===== config.mk =====
export PLATFORM = sky130hd
export DESIGN_NAME = pipelined_addsub
export DESIGN_NICKNAME = d
export VERILOG_FILES = /design/src/rtl/pipelined_addsub.sv
export SDC_FILE = /design/constraint.sdc
export NUM_CORES = 1
export LEC_CHECK = 0
export BUFFER_PORTS_ARGS = -buffer_cell sky130_fd_sc_hd__buf_2
export CAP_MARGIN = 5
export CORE_ASPECT_RATIO = 0.7
export CORE_UTILIZATION = 45
export DETAILED_ROUTE_END_ITERATION = 16
export PLACE_DENSITY = 0.65
export REMOVE_ABC_BUFFERS = 1
export SYNTH_ARGS = -nofsm -noshare
export SYNTH_HDL_FRONTEND = slang
export SYNTH_SLANG_ARGS = --single-unit

===== constraint.sdc =====
create_clock -name clk -period 2.17 [get_ports clk]
set_input_delay 0.5425 -clock clk [delete_from_list [all_inputs] [get_ports clk]]
set_output_delay 0.5425 -clock clk [all_outputs]
set_load 0.01 [all_outputs]

===== src/rtl/pipelined_addsub.sv =====
// Pipelined two's-complement adder/subtractor with valid/ready handshakes.
// The ripple-carry chain is split into STAGES registered CHUNK-bit slices.
module pipelined_addsub #(
    parameter int WIDTH  = 16,
    parameter int STAGES = 4
) (
    input  logic             clk,
    input  logic             rst_n,
    input  logic             in_valid,
    output logic             in_ready,
    input  logic [WIDTH-1:0] a,
    input  logic [WIDTH-1:0] b,
    input  logic             cin,
    input  logic             sub,
    output logic             out_valid,
    input  logic             out_ready,
    output logic [WIDTH-1:0] sum,
    output logic             cout,
    output logic             ovf
);

    localparam int CHUNK = WIDTH / STAGES;

    logic             adv;
    logic [WIDTH-1:0] b_eff;
    logic             c0;

    always_comb begin
        b_eff = sub ? ~b : b;
        c0    = sub ? 1'b1 : cin;
    end

    for (genvar k = 0; k < STAGES; k++) begin : g_stage
        // IW: operand bits still pending on entry; OW: bits forwarded (only the sign bit out of the last stage)
        localparam int IW = WIDTH - k * CHUNK;
        localparam int OW = (k == STAGES - 1) ? 1 : WIDTH - (k + 1) * CHUNK;
        localparam int RW = (k + 1) * CHUNK;

        logic [IW-1:0]  op_a;
        logic [IW-1:0]  op_b;
        logic           c_in;
        logic           v_in;
        logic [CHUNK:0] chunk_sum;
        logic [OW-1:0]  rem_a_d, rem_a_q;
        logic [OW-1:0]  rem_b_d, rem_b_q;
        logic [RW-1:0]  res_d, res_q;
        logic           carry_d, carry_q;
        logic           valid_d, valid_q;

        if (k == 0) begin : g_head
            always_comb begin
                op_a  = a;
                op_b  = b_eff;
                c_in  = c0;
                v_in  = in_valid;
                res_d = res_q;
                if (adv) begin
                    res_d = chunk_sum[CHUNK-1:0];
                end
            end
        end else begin : g_body
            always_comb begin
                op_a  = g_stage[k-1].rem_a_q;
                op_b  = g_stage[k-1].rem_b_q;
                c_in  = g_stage[k-1].carry_q;
                v_in  = g_stage[k-1].valid_q;
                res_d = res_q;
                if (adv) begin
                    res_d = {chunk_sum[CHUNK-1:0], g_stage[k-1].res_q};
                end
            end
        end

        if (k == STAGES - 1) begin : g_tail
            always_comb begin
                rem_a_d = rem_a_q;
                rem_b_d = rem_b_q;
                if (adv) begin
                    rem_a_d = op_a[IW-1];
                    rem_b_d = op_b[IW-1];
                end
            end
        end else begin : g_mid
            always_comb begin
                rem_a_d = rem_a_q;
                rem_b_d = rem_b_q;
                if (adv) begin
                    rem_a_d = op_a[IW-1:CHUNK];
                    rem_b_d = op_b[IW-1:CHUNK];
                end
            end
        end

        always_comb begin
            chunk_sum = {1'b0, op_a[CHUNK-1:0]} + {1'b0, op_b[CHUNK-1:0]} + {{CHUNK{1'b0}}, c_in};
            carry_d   = carry_q;
            valid_d   = valid_q;
            if (adv) begin
                carry_d = chunk_sum[CHUNK];
                valid_d = v_in;
            end
        end

        always_ff @(posedge clk or negedge rst_n) begin
            if (!rst_n) begin
                rem_a_q <= '0;
                rem_b_q <= '0;
                res_q   <= '0;
                carry_q <= 1'b0;
                valid_q <= 1'b0;
            end else begin
                rem_a_q <= rem_a_d;
                rem_b_q <= rem_b_d;
                res_q   <= res_d;
                carry_q <= carry_d;
                valid_q <= valid_d;
            end
        end
    end

    // The whole pipeline advances or holds as one; bubbles are not squeezed out
    always_comb begin
        sum       = g_stage[STAGES-1].res_q;
        cout      = g_stage[STAGES-1].carry_q;
        out_valid = g_stage[STAGES-1].valid_q;
        ovf       = (g_stage[STAGES-1].rem_a_q == g_stage[STAGES-1].rem_b_q) &&
                    (sum[WIDTH-1] != g_stage[STAGES-1].rem_a_q[0]);
        adv       = !out_valid || out_ready;
        in_ready  = adv;
    end

endmodule


==> summary.txt <==
first-pass iteration count of the detailed router: 4
Filler Cell Count: 903
CP Class: in -> reg
gp weighted congestion: 0.730
Die X-Extent: 120 µm
Yosys top cell area share: 55.6%
startpoint types: primary input
Post-CTS Hold Buffers: 0
commonest non-fill, non-tap cell in the layout: nand2_1
largest net degree at the start of global routing: 105
Initial Util: 47.5%
top cells by area, synth: dfrtp_1 (56%), nand2_1 (19%), fa_1 (3.6%)
Hold Path Class: in -> async
yosys warns: 0
post-CTS setup buffers: 0
CTS root buf: clkbuf_16
Tmin final: 2.07 ns
clk slew on worst S/H paths: 0.06 ns
DP HPWL: 4740 µm
Worst EP required: 2.38 ns
Gate Count Post-Synth: 462
Num CTS Buffers: 9
layout cells sized above 1: 17.8%
syn_area_per_cell: 9.55 µm²
PwrDens: 1410 nW/µm²
MaxCap Viol Count: 0
Die Area: 10200 µm²
peak supply drop: 0.000609 V
ANT cells: 0
Final Max Slew Viols: 0
Seq/Total Area, Yosys: 55.6%
Post-DP Area: 4730 µm²
Final Hold Vio Count: 0
first-pass GRT wire length: 13300 µm
grt total ovfl: 0
vias in the first global route: 2944
Worst slew margin: 65.1%
cts repair resizes: 0
worst slew pin tran: 0.524 ns
nets@finish: 571
Overall Global Routing Usage: 16.7%
IO Port Bufs: 57
fmax: 484 MHz
final wirelength: 7340 µm
DR WL/cell: 11.4 µm
Yosys reg bits: 98
most frequent cells in the layout: nand2_1 (224), dfrtp_1 (98), buf_2 (56)
Final Skew: 0.00435 ns
status: completed
origin of the worst setup path: sub
Non-Filler Instances: 642
Worst Path Arrival: 2.28 ns
# setup viols final: 0
vias: 2958
initial DRC count: 166
crit end category: flop
initial antenna violation count: 0
Bufs on Longest Clock Path: 2
Via density: 4.61
gr busiest metal: met2
met3 Use GR: 5.65%
Util after Layout: 54.4%
Die H: 84.8 µm
met1 usage: 22.0%
Core Footprint: 9290 µm²
Final Cell Area: 5050 µm²
Static Leak: 2.64 nW
CTS tree: yes
met2 Use GR: 26.6%
RSZ-0062 raised after global routing: no
Synth Cell Area: 4410 µm²
clk_lat worst skew: 0.34 ns
area grow syn2layout: 14.6%
Routed Antenna Nets: 0
# IOs: 58
final period utilization: 95.2%
Cells after DPL: 626
std cell rows: 29
clock sinks: 98
Pwr Total: 7.12 mW
CTS H-tree depth: 3
post-synth cell types: 26
Crit Reg-Reg Startpoint: g_stage[2].rem_a_q[0]
Synth area leader: dfrtp_1
DRC errors left: 0
CP Max Fanout: 4
-- per-stage QoR --
step	setup TNS [ns]	setup WS (ns)	hold WS, ns
after floorplan	-61.91	-0.873	0.247
after global placement	-0.222	-0.222	0.444
after detailed placement	-0.298	-0.248	0.450
after CTS	0	0.115	0.278
after global routing	0	0.0657	0.292
final	0	0.104	0.228
-- report_power, final --
part | leakage, nW | switching [mW] | internal (mW)
Combinational | 1.30 | 1.36 | 1.00
Clock | 0.156 | 0.655 | 1.04
Sequential | 1.18 | 0.428 | 2.64
Total | 2.64 | 2.44 | 4.68
-- worst max-delay path, cell delays in order --
cell      delay (ns)
buf_2           0.12
or2_2           0.30
fa_1            0.42
fa_1            0.43
a21o_1          0.20
a211oi_1        0.21
a21oi_1         0.06
-- final timing paths --
path | endpoint | slack (ns) | depth (start not counted)
min in group clk | g_stage[0].rem_a_q[5] | 0.39 | 3
hold / removal | sum[10] | 0.23 | 2
setup reg to reg | cout | 0.37 | 5
setup / recovery | g_stage[0].carry_q | 0.10 | 7
hold reg to reg | sum[5] | 0.46 | 2
max in group asynchronous | g_stage[0].rem_a_q[3] | 1.52 | 2
-- sequential cells by signal (all words and copies together), names as in the netlist --
| name | flops |
|---|---|
| cout | 1 |
| g_stage.carry_q | 3 |
| g_stage.rem_a_q | 25 |
| g_stage.rem_b_q | 25 |
| g_stage.res_q | 24 |
| g_stage.valid_q | 3 |
| out_valid | 1 |
| sum | 16 |
-- logic make-up (layout without fill, tap and decap cells) --
kind of cell,count (synthesis),count (layout),synth area share [%]
xor+xnor,21,21,4.17
buf+inv,35,91,5.42
compound gates,48,48,6.81
flops,98,98,55.6
simple gates,240,240,21.0
fa+ha+maj,20,20,7.04
-- Yosys cell counts --
library cell	count
a211oi_1	1
a21o_1	5
a21oi_1	7
a21oi_2	4
buf_2	8
buf_4	2
buf_6	12
clkbuf_1	2
dfrtp_1	98
fa_1	8
ha_1	12
inv_1	10
inv_2	1
nand2_1	224
nand2b_1	1
nor2_1	9
nor2b_1	3
nor2b_4	1
nor3_1	1
o21a_1	2
o21ai_0	22
o21ai_2	6
o31ai_1	1
or2_2	1
xnor2_1	12
xor2_1	9
-- layout make-up --
class                      instances  area [µm²]  area share, %
clock buffer                      11         243           4.80
clock inverter                     5        77.6           1.54
inverter                          11        41.3          0.817
multi-input combinational        329        1720           34.0
sequential                        98        2450           48.5
tap                              124         155           3.07
timing repair buffer              64         365           7.23
-- per-layer routing --
layer | up-vias | routed length, µm
met5 | - | 0
met4 | 0 | 78
met3 | 10 | 335
met2 | 47 | 3270
met1 | 1369 | 3660
li1 | 1532 | -
Power figures use the tool's default switching activity.
